**config.mk**
```make
export PLATFORM = sky130hd
export DESIGN_NAME = mcpu_ram_bist_flat
export DESIGN_NICKNAME = d
export VERILOG_FILES = /design/src/rtl/mcpu_ram_bist_if.sv /design/src/rtl/mcpu_ram_bist.sv /design/src/flat_wrapper.sv
export SDC_FILE = /design/constraint.sdc
export NUM_CORES = 1
export LEC_CHECK = 0
export CORE_UTILIZATION = 35
export DETAILED_ROUTE_END_ITERATION = 16
export PLACE_DENSITY_LB_ADDON = 0.25
export SLEW_MARGIN = 5
export SYNTH_ARGS = -nofsm -noshare
export SYNTH_HDL_FRONTEND = slang
export SYNTH_SLANG_ARGS = --single-unit
```
**constraint.sdc**
```tcl
create_clock -name clk -period 6.6 [get_ports clk]
set_clock_uncertainty 0.2 [all_clocks]
set_input_delay 1.65 -clock clk [delete_from_list [all_inputs] [get_ports clk]]
set_output_delay 1.65 -clock clk [all_outputs]
set_load 0.005 [all_outputs]
```
**src/rtl/mcpu_ram_bist_if.sv**
```systemverilog
// RAM controller port bundle driven by the BIST: write port, data-read port, instruction-read port.
interface mcpu_ram_bist_if #(
  parameter int unsigned WORD_SIZE  = 16,
  parameter int unsigned ADDR_WIDTH = 8
);
  logic                  we;
  logic [WORD_SIZE-1:0]  datawr;
  logic                  re;
  logic [ADDR_WIDTH-1:0] addr;
  logic [WORD_SIZE-1:0]  datard;
  logic [ADDR_WIDTH-1:0] instraddr;
  logic [WORD_SIZE-1:0]  instrrd;

  modport master (
    output we, datawr, re, addr, instraddr,
    input  datard, instrrd
  );

  modport slave (
    input  we, datawr, re, addr, instraddr,
    output datard, instrrd
  );
endinterface

```
**src/rtl/mcpu_ram_bist.sv**
```systemverilog
// Built-in self-test initiator for the MicroCPU RAM: fills every word, then checks it back through
// the data and instruction read ports simultaneously, walking them in opposite directions.
module mcpu_ram_bist #(
  parameter int unsigned          WORD_SIZE  = 16,
  parameter int unsigned          ADDR_WIDTH = 8,
  parameter int unsigned          RAM_SIZE   = 1 << ADDR_WIDTH,
  parameter logic [WORD_SIZE-1:0] PATTERN    = 16'h0FAC
) (
  input  logic                  clk,
  input  logic                  reset,
  input  logic                  start,
  input  logic                  addr_mode,
  mcpu_ram_bist_if.master       ram,
  output logic                  busy,
  output logic                  done,
  output logic                  pass,
  output logic [ADDR_WIDTH+1:0] err_count,
  output logic [ADDR_WIDTH-1:0] fail_addr,
  output logic                  fail_port
);

  localparam int unsigned           CntW     = ADDR_WIDTH + 2;
  localparam logic [ADDR_WIDTH-1:0] LastAddr = ADDR_WIDTH'(RAM_SIZE - 1);

  typedef enum logic [2:0] {
    StIdle,
    StWSet,
    StWStb,
    StRRun,
    StRLast,
    StDone
  } state_e;

  state_e state_q;
  logic   mode_q;
  logic   seen_q;

  logic            d_err;
  logic            i_err;
  logic [CntW-1:0] err_next;

  function automatic logic [WORD_SIZE-1:0] expected(input logic                  mode,
                                                    input logic [ADDR_WIDTH-1:0] a);
    logic [WORD_SIZE-1:0] a_ext;
    a_ext = WORD_SIZE'(a);
    return mode ? (PATTERN ^ a_ext) : PATTERN;
  endfunction

  assign d_err    = ram.datard != expected(mode_q, ram.addr);
  assign i_err    = ram.instrrd != expected(mode_q, ram.instraddr);
  assign err_next = err_count + CntW'(d_err) + CntW'(i_err);

  always_ff @(posedge clk) begin
    if (reset) begin
      state_q       <= StIdle;
      mode_q        <= 1'b0;
      seen_q        <= 1'b0;
      ram.we        <= 1'b0;
      ram.re        <= 1'b0;
      ram.addr      <= '0;
      ram.instraddr <= '0;
      ram.datawr    <= '0;
      busy          <= 1'b0;
      done          <= 1'b0;
      pass          <= 1'b0;
      err_count     <= '0;
      fail_addr     <= '0;
      fail_port     <= 1'b0;
    end else begin
      unique case (state_q)
        StIdle, StDone: begin
          if (start) begin
            mode_q        <= addr_mode;
            seen_q        <= 1'b0;
            done          <= 1'b0;
            pass          <= 1'b0;
            err_count     <= '0;
            fail_addr     <= '0;
            fail_port     <= 1'b0;
            busy          <= 1'b1;
            ram.addr      <= '0;
            ram.instraddr <= '0;
            ram.datawr    <= PATTERN;
            state_q       <= StWSet;
          end
        end
        StWSet: begin
          ram.we  <= 1'b1;
          state_q <= StWStb;
        end
        StWStb: begin
          // Address and data only move on the edge that drops we.
          ram.we <= 1'b0;
          if (ram.addr == LastAddr) begin
            ram.addr      <= '0;
            ram.instraddr <= LastAddr;
            ram.re        <= 1'b1;
            state_q       <= StRRun;
          end else begin
            ram.addr   <= ram.addr + 1'b1;
            ram.datawr <= expected(mode_q, ram.addr + 1'b1);
            state_q    <= StWSet;
          end
        end
        StRRun: begin
          err_count <= err_next;
          if (!seen_q && (d_err || i_err)) begin
            seen_q    <= 1'b1;
            fail_port <= !d_err;
            fail_addr <= d_err ? ram.addr : ram.instraddr;
          end
          // Last compare: stop without wrapping; re covers exactly one cycle per word.
          if (ram.addr == LastAddr) begin
            ram.re  <= 1'b0;
            state_q <= StRLast;
          end else begin
            ram.addr      <= ram.addr + 1'b1;
            ram.instraddr <= ram.instraddr - 1'b1;
          end
        end
        StRLast: begin
          busy    <= 1'b0;
          done    <= 1'b1;
          pass    <= (err_count == '0);
          state_q <= StDone;
        end
        default: state_q <= StIdle;
      endcase
    end
  end

endmodule

```
**src/flat_wrapper.sv**
```systemverilog
// flat-port wrapper written by rule: the top's interface ports become plain ports
module mcpu_ram_bist_flat 
#(
  parameter int unsigned          WORD_SIZE  = 16,
  parameter int unsigned          ADDR_WIDTH = 8,
  parameter int unsigned          RAM_SIZE   = 1 << ADDR_WIDTH,
  parameter logic [WORD_SIZE-1:0] PATTERN    = 16'h0FAC
)
  (clk, reset, start, addr_mode, busy, done, pass, err_count, fail_addr, fail_port, ram_we, ram_datawr, ram_re, ram_addr, ram_instraddr, ram_datard, ram_instrrd);
  mcpu_ram_bist_if #(.WORD_SIZE(WORD_SIZE), .ADDR_WIDTH(ADDR_WIDTH)) ram_i ();
  input  logic clk;
  input  logic reset;
  input  logic start;
  input  logic addr_mode;
  output logic busy;
  output logic done;
  output logic pass;
  output logic [ADDR_WIDTH+1:0] err_count;
  output logic [ADDR_WIDTH-1:0] fail_addr;
  output logic fail_port;
  output wire logic [$bits(ram_i.we)-1:0] ram_we;
  output wire logic [$bits(ram_i.datawr)-1:0] ram_datawr;
  output wire logic [$bits(ram_i.re)-1:0] ram_re;
  output wire logic [$bits(ram_i.addr)-1:0] ram_addr;
  output wire logic [$bits(ram_i.instraddr)-1:0] ram_instraddr;
  input wire logic [$bits(ram_i.datard)-1:0] ram_datard;
  input wire logic [$bits(ram_i.instrrd)-1:0] ram_instrrd;
  assign ram_we = ram_i.we;
  assign ram_datawr = ram_i.datawr;
  assign ram_re = ram_i.re;
  assign ram_addr = ram_i.addr;
  assign ram_instraddr = ram_i.instraddr;
  assign ram_i.datard = ram_datard;
  assign ram_i.instrrd = ram_instrrd;
  mcpu_ram_bist #(.WORD_SIZE(WORD_SIZE), .ADDR_WIDTH(ADDR_WIDTH), .RAM_SIZE(RAM_SIZE), .PATTERN(PATTERN)) u_core (.clk(clk), .reset(reset), .start(start), .addr_mode(addr_mode), .ram(ram_i), .busy(busy), .done(done), .pass(pass), .err_count(err_count), .fail_addr(fail_addr), .fail_port(fail_port));
endmodule
```
-- Yosys cells after proc, flatten, opt, wreduce, memory -nomap -nowiden
Cells that the tools add are included.
- bits in registers: 61
- input port bits: 36
- output and inout port bits: 56
- logic and storage cells: 92
- bitwise operators: 3
- add/subtract/negate cells: 4
- muxes and demuxes: 35
- reductions and logical operators: 22
- equal/unequal tests: 14
- operators with widths (kind ; number):
    two-way mux 8 bit ; 7
    one-hot mux 8 bit (3 select lines) ; 2
    two-way mux 12 bit ; 3
    two-way mux 16 bit ; 2
    inequality test 16 bit ; 2
    one-hot mux 16 bit (2 select lines) ; 1
    NOT 4 -> 8 bit ; 3
    adder 10 x 1 -> 10 bit ; 2
    one-hot mux 10 bit (2 select lines) ; 1
    one-hot mux 8 bit (2 select lines) ; 1
    one-hot mux 3 bit (5 select lines) ; 1
    one-hot mux 1 bit (2 select lines) ; 7
    AND reduction 3 bit ; 4
    logical NOT 10 bit ; 1
    two-way mux 10 bit ; 1
    nonzero test 2 bit ; 5
    adder 8 x 1 -> 8 bit, second input constant ; 1
    equality test 8 bit, second input constant ; 1
    AND reduction 2 bit ; 4
    subtractor 8 x 1 -> 8 bit, second input constant ; 1
    equality test 3 x 2 -> 1 bit, second input constant ; 2
    equality test 3 bit, second input constant ; 2
    two-way mux 1 bit ; 6
    two-way mux 3 bit ; 2
    11 further kinds ; 16

-- Logic depth before layout (Yosys ltp)
- depth after elaboration: 7
- depth in mapped cells: 14
- depth with buffers taken out: 12

-- Worst setup path after synthesis
Ideal clock, no wire load.
- kind: input to register
- start: in ram_datard[13]
- end: reg u_core.err_count[8]
- stages: 13
- data required time: 6.335 ns
- data arrival time: 3.995 ns
- slack: 2.340 ns
- library setup time: 0.065 ns
- path buffers: 1
- cell sequence: nor4b_2 -> o211ai_1 -> a311o_1 -> a221o_1 -> buf_2 -> inv_1 -> fa_1 -> inv_1 -> ha_1 -> and3_1 -> nand3_1 -> mux2_2 -> nor2_1
- word-level cells in the longest chain between the ends: 4
- ends and longest elaborated chain (item ; line ; RTL):
    start: declaration ; flat_wrapper.sv:26 ; input wire logic [$bits(ram_i.datard)-1:0] ram_datard;
    inequality test 16 bit ; mcpu_ram_bist.sv:49 ; assign d_err = ram.datard != expected(mode_q, ram.addr);
    adder 10 x 1 -> 10 bit (2 in a row) ; mcpu_ram_bist.sv:51 ; assign err_next = err_count + CntW'(d_err) + CntW'(i_err);
    one-hot mux 10 bit (2 select lines) ; mcpu_ram_bist.sv:70 ; unique case (state_q)
    end signal: assignment ; mcpu_ram_bist.sv:106 ; err_count <= err_next;
    end: declaration ; mcpu_ram_bist.sv:17 ; output logic [ADDR_WIDTH+1:0] err_count,
No other way between the ends.
A chain may end at the register's enable or synchronous reset.

-- Worst setup path after layout
- start: in ram_datard[6]
- end: reg u_core.err_count[9]
The elaborated chain is that of the path after synthesis.

==> key figures <==
Placement
  • Dpl hpwl: 5.81 mm
  • Placement Cell Area: slightly below 4000 sq um
  • Port bufs: 87
  • Inst Count DP: roughly 550
  • Final RePlAce weighted congestion: 0.880
  • Pre-CTS WS: 1.50 ns

Clock network
  • TritonCTS clock tree: yes
  • Max clock buf depth: 2
  • Later-pin clock latency in the skew report: 0.31 ns
  • Cts repair resizes: 0
  • H-Tree Depth: 2
  • Post-CTS setup buffers: 0
  • CTS hold repair buffers: 0
  • Clk pin slew, worst setup/hold paths: 0.09 ns
  • Root Buffer: clkbuf_8
  • CTS buffer count: 5
  • TritonCTS sink count: 54

Synth
  • Synth top area cells: dfxtp_1 36%, a21oi_1 5.8%, nor2_1 4.7%
  • Area share of the largest cell type after synthesis: 35.8%
  • Post-Synthesis Cell Area: 3020 sq um
  • Cells after Synth: between 300 and 400
  • Async SR Flop Fraction: 0%
  • Leading cell type by number of instances after synthesis: dfxtp_1
  • Top_reg_cell synth: dfxtp_1
  • Yosys warns: 0
  • Synth unique cells: 52
  • Synth area leader: dfxtp_1
  • Top cells by count, synth: 54 x dfxtp_1, 38 x nor2_1, 35 x a21oi_1
  • Post-synth EDFFs: 0
  • Average cell area after synthesis: 7.87 sq um
  • Register bit count reported by yosys: 54
  • Sequential area share after synthesis: between 30% and 40%

Timing
  • Slew headroom: 23.5%
  • Final slew viol count: 0
  • RSZ-0062 raised after global routing: no
  • Worst slew pin tran: 1.14 ns
  • Share of the clock period used by the worst path: 72.7%
  • Final setup viols: 0
  • Hold Slack: 0.271 ns
  • Setup TNS: 0 ns
  • FMAX: 208 MHz
  • Worst setup margin: 1.80 ns
  • Min Tclk post-route: 4.80 ns
  • Final Hold Vio Count: 0

Power and ir drop
  • Psw: 185 uW
  • Worst vdd ir: 73.6 uV
  • P_leak: 1.41 nW
  • Power Density: 168 nW/um^2
  • Switching Fraction: 28.0%
  • Int Pwr: roughly 480 uW
  • Final Power: 662 uW
  • Clk pwr share: 27.1%
  • Reg power frac: 54.7%
  • Combinational share of power: between 10% and 20%

Floorplan
  • Horiz. Die Dim: 94.9 um
  • Starting Density: between 30% and 40%
  • # IOs: about 90
  • Num rows: 33
  • Total die area: between 9000 and 10,000 sq um
  • Core Region: 8300 sq um
  • Chip Height: 94.9 um

Routing
  • Via count: 2,993
  • Vias/cell: 5.40
  • Drt first pass iters: 5
  • Drt initial violations: 195
  • Antenna viol nets, final: 0
  • Final WL: 8.12 mm
  • Wire per inst: between 10 and 15 um
  • DR DRC count: 0

Min path
  • Worst min-delay path class: reg2reg

Cells and area
  • Share of cells above drive strength 1: 2.67%
  • Final Util: 47.6%
  • Antenna Cells: 0
  • Post-route design area: 3950 sq um
  • Multi-input gate area: 1690 sq um
  • Post-layout net count: 489
  • Reg area: 1080 sq um
  • FILL cells: 831
  • Non-filler cells, final: roughly 550
  • Area grow syn2layout: 30.6%

Worst setup path
  • Setup CP Type: in2reg
  • Max stage delay on crit path: 0.58 ns
  • WP data arrival: approximately 4.8 ns
  • CP Max Fanout: 12
  • CP Launch Type: input pin
  • Crit. End Element: register
  • Worst-path cell chain: clkdlybuf4s50_1 > xor2_1 > nor3b_1 > o21ai_0 > a221o_1 > inv_1 > fa_1 > nor3_1 > nand4_1 > or2_2 > a21oi_1
  • Crit-path slowest cell: a221o_1
  • CP required: 6.62 ns

Run
  • Max Cap Viol: 0

Run status
  • Status: completed

GRT
  • Largest net degree at the start of global routing: 33
  • First-pass GRT wire length: approximately 13 mm
  • Antenna violations before repair: 0
  • Tot GR Track Use: between 10% and 20%
  • Number of global-route vias before repair: 2,672
  • Overflow after GRT: 0
## cells by family (layout without fill, tap and decap cells)
family | after synthesis | in the layout | synth area share (%)
flops | 54 | 54 | 35.8
other cells | 1 | 4 | 0.124
compound gates | 106 | 106 | 21.3
fa+ha+maj | 4 | 4 | 1.90
xor+xnor | 16 | 16 | 4.64
simple gates | 138 | 138 | 24.3
mux | 10 | 10 | 3.39
buf+inv | 55 | 117 | 8.57
## layer usage
layer	track usage, %	wire [um]	vias to the layer above	share of wire (%)
li1	-	-	1498	-
met1	26.0	3940	1409	49
met2	29.5	3690	80	45
met3	3.06	418	6	5.1
met4	4.80	68	0	0.84
met5	0	0	-	0
## area by class of cell
cell class                      instances  share of cell area, %
Clock buffer                            6                   1.84
Sequential cell                        54                   27.4
Multi-Input combinational cell        278                   42.9
Timing Repair Buffer                   88                   22.3
Clock inverter                          1                  0.190
Inverter                               22                   2.09
Tap cell                              105                   3.33
## worst max-delay path: cells and delay by family
| family | cells | cell delay (ns) |
|---|---|---|
| adders and majority gates | 1 | 0.45 |
| and+or+nand+nor | 4 | 1.01 |
| xor gates and xnor gates | 1 | 0.18 |
| AOI/OAI and AO/OA | 3 | 0.88 |
| buffers and inverters | 2 | 0.65 |
## power by group through the flow
stage / logic, mW / registers [mW] / clock network (mW)
floorplan: 0.0781 / 0.354 / 0
global placement: 0.118 / 0.369 / 0
detailed placement: 0.121 / 0.370 / 0
CTS: 0.121 / 0.362 / 0.184
global route: 0.134 / 0.365 / 0.197
finish: 0.121 / 0.362 / 0.179
## placed cells by master, fill, tap and decap left out, types with 7 or more instances in the layout
cell             instances
a21oi_1                 35
nor2_1                  38
o32ai_1                  8
o21ai_0                 16
nand3_1                 13
inv_1                   22
clkdlybuf4s50_1         87
a31oi_1                 11
o21ai_1                 13
nand3b_1                 7
mux2i_1                  8
nor3_1                   9
nand2_1                 25
xor2_1                   8
xnor2_1                  8
dfxtp_1                 54
## worst paths after layout
path	start	endpoint	slack [ns]	cells past startpoint
worst max-delay path	ram_datard[6]	u_core.err_count[9]	1.80	11
worst min-delay path	u_core.ram.datawr[3]	u_core.ram.datawr[3]	0.27	2
worst max register to register	u_core.mode_q	u_core.err_count[9]	2.89	10
worst min register to register	u_core.ram.datawr[3]	u_core.ram.datawr[3]	0.27	2
## sequential cells by signal (all words and copies together) (netlist names)
register,flops
u_core.busy,1
u_core.done,1
u_core.err_count,10
u_core.fail_addr,8
u_core.fail_port,1
u_core.mode_q,1
u_core.pass,1
u_core.ram.addr,8
u_core.ram.datawr,9
u_core.ram.instraddr,8
u_core.ram.re,1
u_core.ram.we,1
u_core.seen_q,1
u_core.state_q,3
No activity file was read; power rests on OpenSTA's default activity.
